<file path="config.mk">
export PLATFORM = sky130hd
export DESIGN_NAME = rf_access_ctrl
export DESIGN_NICKNAME = d
export VERILOG_FILES = /design/src/rtl/rf_pkg.sv /design/src/rtl/rf_wb_queue.sv /design/src/rtl/rf_access_ctrl.sv
export SDC_FILE = /design/constraint.sdc
export NUM_CORES = 1
export LEC_CHECK = 0
export ABC_CLOCK_PERIOD_IN_PS = 3400
export CAP_MARGIN = 0
export CORE_MARGIN = 2
export CORE_UTILIZATION = 40
export DETAILED_ROUTE_END_ITERATION = 16
export DONT_BUFFER_PORTS = 1
export SYNTH_ARGS = -nofsm -noshare
export SYNTH_HDL_FRONTEND = slang
export SYNTH_HIERARCHICAL = 1
export SYNTH_SLANG_ARGS = --single-unit
</file>
<file path="constraint.sdc">
create_clock -name clk -period 3.4 [get_ports clk]
set_input_delay 0.34 -clock clk [delete_from_list [all_inputs] [get_ports clk]]
set_output_delay 0.34 -clock clk [all_outputs]
set_load 0.02 [all_outputs]
</file>
<file path="src/rtl/rf_pkg.sv">
// rf_pkg: shared constants and types for the register-file access controller.
//   DATA_W / ADDR_W / NUM_REGS : register file geometry (32 x 16)
//   wb_entry_t                 : queued writeback {addr, data}
//   rf_op_e                    : port operation chosen for the current cycle
package rf_pkg;
  localparam int DATA_W   = 16;
  localparam int ADDR_W   = 5;
  localparam int NUM_REGS = 1 << ADDR_W;

  typedef struct packed {
    logic [ADDR_W-1:0] addr;
    logic [DATA_W-1:0] data;
  } wb_entry_t;

  typedef enum logic [1:0] {RF_IDLE, RF_READ, RF_WRITE} rf_op_e;
endpackage

</file>
<file path="src/rtl/rf_wb_queue.sv">
// rf_wb_queue: circular FIFO of pending writebacks with a two-port
// youngest-match search used for read forwarding.
//   clk, rst         : clock, async active-high reset
//   i_push/i_push_entry : enqueue (ignored when full unless popping)
//   i_pop            : dequeue head (ignored when empty)
//   o_head           : oldest entry
//   o_full/o_empty/o_count : occupancy
//   i_srch_addr[p]   : search address for port p
//   o_srch_hit/data  : youngest matching entry, the incoming push included
module rf_wb_queue import rf_pkg::*; #(
  parameter  int WB_DEPTH = 4,
  localparam int PTR_W    = $clog2(WB_DEPTH),
  localparam int CNT_W    = PTR_W + 1
) (
  input  logic                   clk,
  input  logic                   rst,
  input  logic                   i_push,
  input  wb_entry_t              i_push_entry,
  input  logic                   i_pop,
  output wb_entry_t              o_head,
  output logic                   o_full,
  output logic                   o_empty,
  output logic [CNT_W-1:0]       o_count,
  input  logic [1:0][ADDR_W-1:0] i_srch_addr,
  output logic [1:0]             o_srch_hit,
  output logic [1:0][DATA_W-1:0] o_srch_data
);
  wb_entry_t        r_mem [WB_DEPTH];
  logic [PTR_W-1:0] r_rd_ptr, r_wr_ptr;
  logic [CNT_W-1:0] r_count;
  logic             w_push, w_pop;
  logic [PTR_W-1:0] w_idx;

  assign o_full  = (r_count == CNT_W'(WB_DEPTH));
  assign o_empty = (r_count == '0);
  assign o_count = r_count;
  assign o_head  = r_mem[r_rd_ptr];

  // A pop in the same cycle frees the slot a full-queue push needs.
  assign w_pop  = i_pop && !o_empty;
  assign w_push = i_push && (!o_full || w_pop);

  always_ff @(posedge clk or posedge rst) begin
    if (rst) begin
      r_rd_ptr <= '0;
      r_wr_ptr <= '0;
      r_count  <= '0;
    end else begin
      if (w_push) r_wr_ptr <= r_wr_ptr + 1'b1;
      if (w_pop)  r_rd_ptr <= r_rd_ptr + 1'b1;
      r_count <= r_count + CNT_W'(w_push) - CNT_W'(w_pop);
    end
  end

  // Storage needs no reset; occupancy is tracked by the pointers.
  always_ff @(posedge clk) begin
    if (w_push) r_mem[r_wr_ptr] <= i_push_entry;
  end

  // Walk oldest to youngest so later matches overwrite earlier ones; the
  // incoming push is younger than everything stored.
  always_comb begin
    o_srch_hit  = '0;
    o_srch_data = '0;
    w_idx       = '0;
    for (int p = 0; p < 2; p++) begin
      for (int i = 0; i < WB_DEPTH; i++) begin
        w_idx = r_rd_ptr + PTR_W'(i);
        if ((CNT_W'(i) < r_count) && (r_mem[w_idx].addr == i_srch_addr[p])) begin
          o_srch_hit[p]  = 1'b1;
          o_srch_data[p] = r_mem[w_idx].data;
        end
      end
      if (w_push && (i_push_entry.addr == i_srch_addr[p])) begin
        o_srch_hit[p]  = 1'b1;
        o_srch_data[p] = i_push_entry.data;
      end
    end
  end
endmodule

</file>
<file path="src/rtl/rf_access_ctrl.sv">
// rf_access_ctrl: initiator side of a single-ported 32x16 register file.
// Arbitrates operand reads against buffered writebacks, returns read data
// one cycle after issue and forwards from writes not yet committed.
//   clk, rst                      : clock, async active-high reset
//   rd_valid/rd_ready/rd_addr_a/b : operand-read request
//   rd_data_valid/rd_data_a/b     : read result, exactly one cycle after issue
//   wb_valid/wb_ready/wb_addr/data: writeback request (queued)
//   rf_regA/B/C, rf_dado, rf_RW   : register file drive (RW 0=read 1=write)
//   rf_saidaA/B                   : register file read data (registered)
//   wb_empty                      : no uncommitted writes
// Optional: define RF_R0_ZERO_EN to hardwire register 0 to zero.
module rf_access_ctrl import rf_pkg::*; #(
  parameter int DATA_W   = rf_pkg::DATA_W,
  parameter int ADDR_W   = rf_pkg::ADDR_W,
  parameter int WB_DEPTH = 4
) (
  input  logic              clk,
  input  logic              rst,
  input  logic              rd_valid,
  output logic              rd_ready,
  input  logic [ADDR_W-1:0] rd_addr_a,
  input  logic [ADDR_W-1:0] rd_addr_b,
  output logic              rd_data_valid,
  output logic [DATA_W-1:0] rd_data_a,
  output logic [DATA_W-1:0] rd_data_b,
  input  logic              wb_valid,
  output logic              wb_ready,
  input  logic [ADDR_W-1:0] wb_addr,
  input  logic [DATA_W-1:0] wb_data,
  output logic [ADDR_W-1:0] rf_regA,
  output logic [ADDR_W-1:0] rf_regB,
  output logic [ADDR_W-1:0] rf_regC,
  output logic [DATA_W-1:0] rf_dado,
  output logic              rf_RW,
  input  logic [DATA_W-1:0] rf_saidaA,
  input  logic [DATA_W-1:0] rf_saidaB,
  output logic              wb_empty
);
  localparam int CNT_W = $clog2(WB_DEPTH) + 1;

  rf_op_e                   w_op;
  logic                     w_full, w_empty;
  logic [CNT_W-1:0]         w_count;
  wb_entry_t                w_head, w_push_entry;
  logic                     w_rd_acc, w_wb_acc, w_q_push;
  logic [1:0][ADDR_W-1:0]   w_rd_addr;
  logic [1:0]               w_srch_hit;
  logic [1:0][DATA_W-1:0]   w_srch_data;

  logic                     r_rd_vld;
  logic [1:0]               r_fwd_hit;
  logic [1:0][DATA_W-1:0]   r_fwd_data;

  assign w_rd_addr    = {rd_addr_b, rd_addr_a};
  assign w_push_entry = '{addr: wb_addr, data: wb_data};

  // Full queue wins the port so a writeback can always be accepted.
  always_comb begin
    if (w_full)        w_op = RF_WRITE;
    else if (rd_valid) w_op = RF_READ;
    else if (!w_empty) w_op = RF_WRITE;
    else               w_op = RF_IDLE;
  end

  assign rd_ready = !w_full;
  assign wb_ready = !w_full || (w_op == RF_WRITE);
  assign w_rd_acc = rd_valid && rd_ready;
  assign w_wb_acc = wb_valid && wb_ready;
  assign wb_empty = w_empty;

`ifdef RF_R0_ZERO_EN
  // Writes to r0 are acknowledged and dropped.
  assign w_q_push = w_wb_acc && (wb_addr != '0);
`else
  assign w_q_push = w_wb_acc;
`endif

  rf_wb_queue #(.WB_DEPTH(WB_DEPTH)) u_wbq (
    .clk          (clk),
    .rst          (rst),
    .i_push       (w_q_push),
    .i_push_entry (w_push_entry),
    .i_pop        (w_op == RF_WRITE),
    .o_head       (w_head),
    .o_full       (w_full),
    .o_empty      (w_empty),
    .o_count      (w_count),
    .i_srch_addr  (w_rd_addr),
    .o_srch_hit   (w_srch_hit),
    .o_srch_data  (w_srch_data)
  );

  always_ff @(posedge clk or posedge rst) begin
    if (rst) begin
      r_rd_vld   <= 1'b0;
      r_fwd_hit  <= '0;
      r_fwd_data <= '0;
    end else begin
      r_rd_vld <= w_rd_acc;
      for (int p = 0; p < 2; p++) begin
        if (w_rd_acc) begin
          r_fwd_hit[p]  <= w_srch_hit[p];
          r_fwd_data[p] <= w_srch_data[p];
`ifdef RF_R0_ZERO_EN
          // r0 reads reuse the forward path with a constant zero.
          if (w_rd_addr[p] == '0) begin
            r_fwd_hit[p]  <= 1'b1;
            r_fwd_data[p] <= '0;
          end
`endif
        end else begin
          r_fwd_hit[p] <= 1'b0;
        end
      end
    end
  end

  assign rd_data_valid = r_rd_vld;
  assign rd_data_a     = r_fwd_hit[0] ? r_fwd_data[0] : rf_saidaA;
  assign rd_data_b     = r_fwd_hit[1] ? r_fwd_data[1] : rf_saidaB;

  always_comb begin
    rf_RW   = 1'b0;
    rf_regA = rd_addr_a;
    rf_regB = rd_addr_b;
    rf_regC = '0;
    rf_dado = '0;
    if (rst) begin
      rf_regA = '0;
      rf_regB = '0;
    end else if (w_op == RF_WRITE) begin
      rf_RW   = 1'b1;
      rf_regC = w_head.addr;
      rf_dado = w_head.data;
    end
  end
endmodule

</file>
==> flow_metrics.py <==
metrics = {
    "sta": {
        "hold_violations": 0,
        "max_freq_mhz": 310,
        "tns_ns": 0,
        "holdWs_ns": 0.0176,
        "final-setup-viol-count": 0,
        "setup_slack_ns": 0.174,
        "rsz0062_at_grt": "false",
        "maxSlewViolCount": 0,
        "tightest_slew_ns": 0.870,
        "period_share_pct": 94.9,
        "relSlewSlack_pct": 41.9,
        "finClkSkew_ns": 0.0188,
        "period_minus_slack_ns": 3.23,
    },
    "min_path": {
        "hold_path_class": "input port to flop",
        "hp-start": "wb_data[15]",
    },
    "clock_tree": {
        "numClockSinks": 126,
        "numCtsBuffers": 17,
        "cts-root-buf": "clkbuf_16",
        "cts_buffer_depth": 2,
        "clk_pin_slew_ns": 0.06,
        "worstSkewPairLatency_ns": 0.43,
        "cts_tree": "built",
        "cts-htree-levels": 4,
    },
    "power_and_ir_drop": {
        "peakVddDrop_mv": 0.750,
        "leakagePower_uw": 0.00405,
        "switchingPower_uw": 4080,
        "swShare_pct": 42.3,
        "power_frac_clock_pct": 20.0,
        "comb_power_share_pct": 53.5,
        "p_int_uw": 5570,
        "power_density_nw_per_um2": 889,
        "pwr-share-seq_pct": 26.5,
    },
    "synthesis": {
        "yosys_register_bits": 126,
        "ys_top_cells_by_area": "edfxtp_1 (26%), dfrtp_1 (11%), mux2_2 (9.2%)",
        "postSynthNetCount": 1017,
        "synth_most_common_cell": "nand2_1",
        "async_flop_share_pct": 33.3,
        "syn_avg_cell_area_um2": 10.1,
        "synth_edf_count": 84,
        "synth_top_area_share_pct": 26.4,
        "yosys_warnings": 6,
        "synthFlopType": "edfxtp_1",
        "synth_top_area_cell": "edfxtp_1",
        "ys_seq_area_share_pct": 37.5,
        "synthDistinctLibCells": 57,
        "synth_common_cells": "nand2_1 (88), edfxtp_1 (84), mux2_2 (78)",
        "netlist_instances": 941,
        "syn_area_um2": 9540,
    },
    "worst_setup_path": {
        "cp-startpoint": "u_wbq/r_rd_ptr[0]",
        "critPathRequiredTime_ns": 3.76,
        "cp_max_fo": 23,
        "critPathTopFamily": "multiplexers",
        "crit_top_cell": "buf_4",
        "slowest_stage": "dfrtp_4",
        "rrSetupSlack_ns": 0.17,
        "critPathBufInv": 3,
        "cp-endpoint": "r_fwd_data[5]",
        "slowest_delay_ns": 0.57,
        "r2r_start": "u_wbq/r_rd_ptr[0]",
        "crit_chain": "buf_4, mux4_2, xnor2_1, nand4_1, buf_4, nor2_2, buf_12, or3_1, a311o_1, a31oi_1, mux2_4",
        "cp_num_cells": 11,
        "crit_type": "flop to flop",
        "end_kind": "flop",
        "r2r_end": "r_fwd_data[5]",
        "crit_arrival_ns": 3.59,
        "r2r_cells": 11,
        "worst_setup_path_start_kind": "flop",
    },
    "floorplanning": {
        "die_h_um": 158,
        "dieArea_um2": 25100,
        "core_area_um2": 23500,
        "pin_count": 135,
        "start_util_pct": 40.6,
        "fp-row-count": 56,
        "die_w_um": 158,
    },
    "layout": {
        "drive_gt1_share_pct": 23.5,
        "area_delta_synth_final_pct": 13.7,
        "finalNonFillerCells": 1279,
        "fin_nets": 1023,
        "design_area_um2": 10800,
        "diodes": 0,
    },
    "global_route": {
        "grt_antenna_before_repair": 0,
        "grt_pass1_vias": 7205,
        "grt_util_all_layers_pct": 22.6,
        "overflow": 0,
        "grt_max_degree": 97,
        "grt_pass1_wl_um": 42000,
    },
    "routing": {
        "drt_pre_antenna_iters": 5,
        "drtIter0Drc": 687,
        "via_per_inst": 5.87,
        "drc_errors": 0,
        "wl_per_cell_um": 22.2,
        "wl_um": 28400,
        "vias": 7504,
        "drtAntennaViolNets": 0,
    },
    "place": {
        "dp_cells": 1225,
        "preCtsSetupSlack_ns": 0.206,
        "routabilityCongestion": 0.846,
        "io_buffers": 0,
        "place_area_um2": 9990,
        "hpwlAfterDp_um": 18500,
    },
    "job": {
        "drv_cap": 0,
    },
    "status": {
        "status": "finished clean",
    },
}
-- flip-flops by register name, summed over array words and instances, names as in the netlist --
signal	flops
u_wbq/o_count	3
r_fwd_data	32
u_wbq/r_mem	84
r_fwd_hit	2
u_wbq/r_rd_ptr	2
u_wbq/r_wr_ptr	2
rd_data_valid	1
-- cells in the final DEF, fill, tap and decap left out, drive strengths merged, types with 12 or more instances in the layout --
cell         count
a21oi           19
o21ai           59
o31ai           16
a311oi          20
nor3            34
mux2           105
dfrtp           42
nor3b           21
clkbuf          21
mux4            20
inv             23
dlygate4sd3     21
xnor2           34
mux2i           44
nor2b           19
xor2            20
buf             57
nand3           17
nor2            60
nand2           88
edfxtp          84
or2             12
-- area by class of cell --
class / count / area (um^2)
fill: 2177 / 12600
multi-input combinational: 703 / 5440
sequential: 126 / 3580
timing repair buffer: 78 / 721
clock buffer: 21 / 493
tap: 319 / 399
clock inverter: 11 / 128
inverter: 21 / 78.8
-- through the flow --
stage,util (%),total power (uW)
floorplan,-,6360
global route,46.2,10200
CTS,46.1,9610
detailed placement,42.5,7610
global placement,42.5,7560
finish,46.2,9640
-- what timing repair did --
action | CTS | global route
cloned | 0 | 0
pin swaps | 0 | 1
setup endpoints to repair | 1 | 9
resized for setup | 1 | 1
setup buffers | 0 | 1
hold endpoints to repair | 98 | 0
hold buffers | 21 | 0
-- how the worst min path moves through the flow --
stage | slack, ns | endpoint | depth (start not counted)
5_1_grt | 0.001 | u_wbq/r_mem[2][11] | 0
6_report | 0.02 | u_wbq/r_mem[1][15] | 0
4_1_cts | 0.0005 | u_wbq/r_mem[2][11] | 0
2_1_floorplan | 0.14 | u_wbq/o_count[0] | 1
3_5_place_dp | 0.19 | u_wbq/o_count[1] | 1
3_3_place_gp | 0.20 | u_wbq/o_count[2] | 1
-- metal layers --
layer,wire length [um],share of wire [%],global-route usage (%)
met2,13500,47,36.4
met3,1910,6.7,5.66
met1,11900,42,28.5
met4,1110,3.9,10.8
met5,0,0,0
-- logic make-up (layout without fill, tap and decap cells) --
kind of cell / Yosys count / after routing / share of synthesized area [%]
XOR/XNOR: 54 / 54 / 4.96
other: 1 / 1 / 0.0393
flip-flops: 126 / 126 / 37.5
buffers and inverters: 112 / 131 / 5.61
adder cells (fa/ha/maj): 9 / 9 / 1.26
multiplexers: 169 / 169 / 22.9
AO/OA/AOI/OAI: 165 / 165 / 11.5
AND/OR/NAND/NOR: 305 / 305 / 16.3
-- power groups by stage --
stage	sequential [uW]	clock, uW	combinational, uW
floorplan	2300	0	4060
global placement	2570	0	4990
detailed placement	2590	0	5030
CTS	2560	1960	5090
global route	2620	2030	5560
finish	2560	1930	5150
Note: power is estimated with default switching activity, not from simulation.
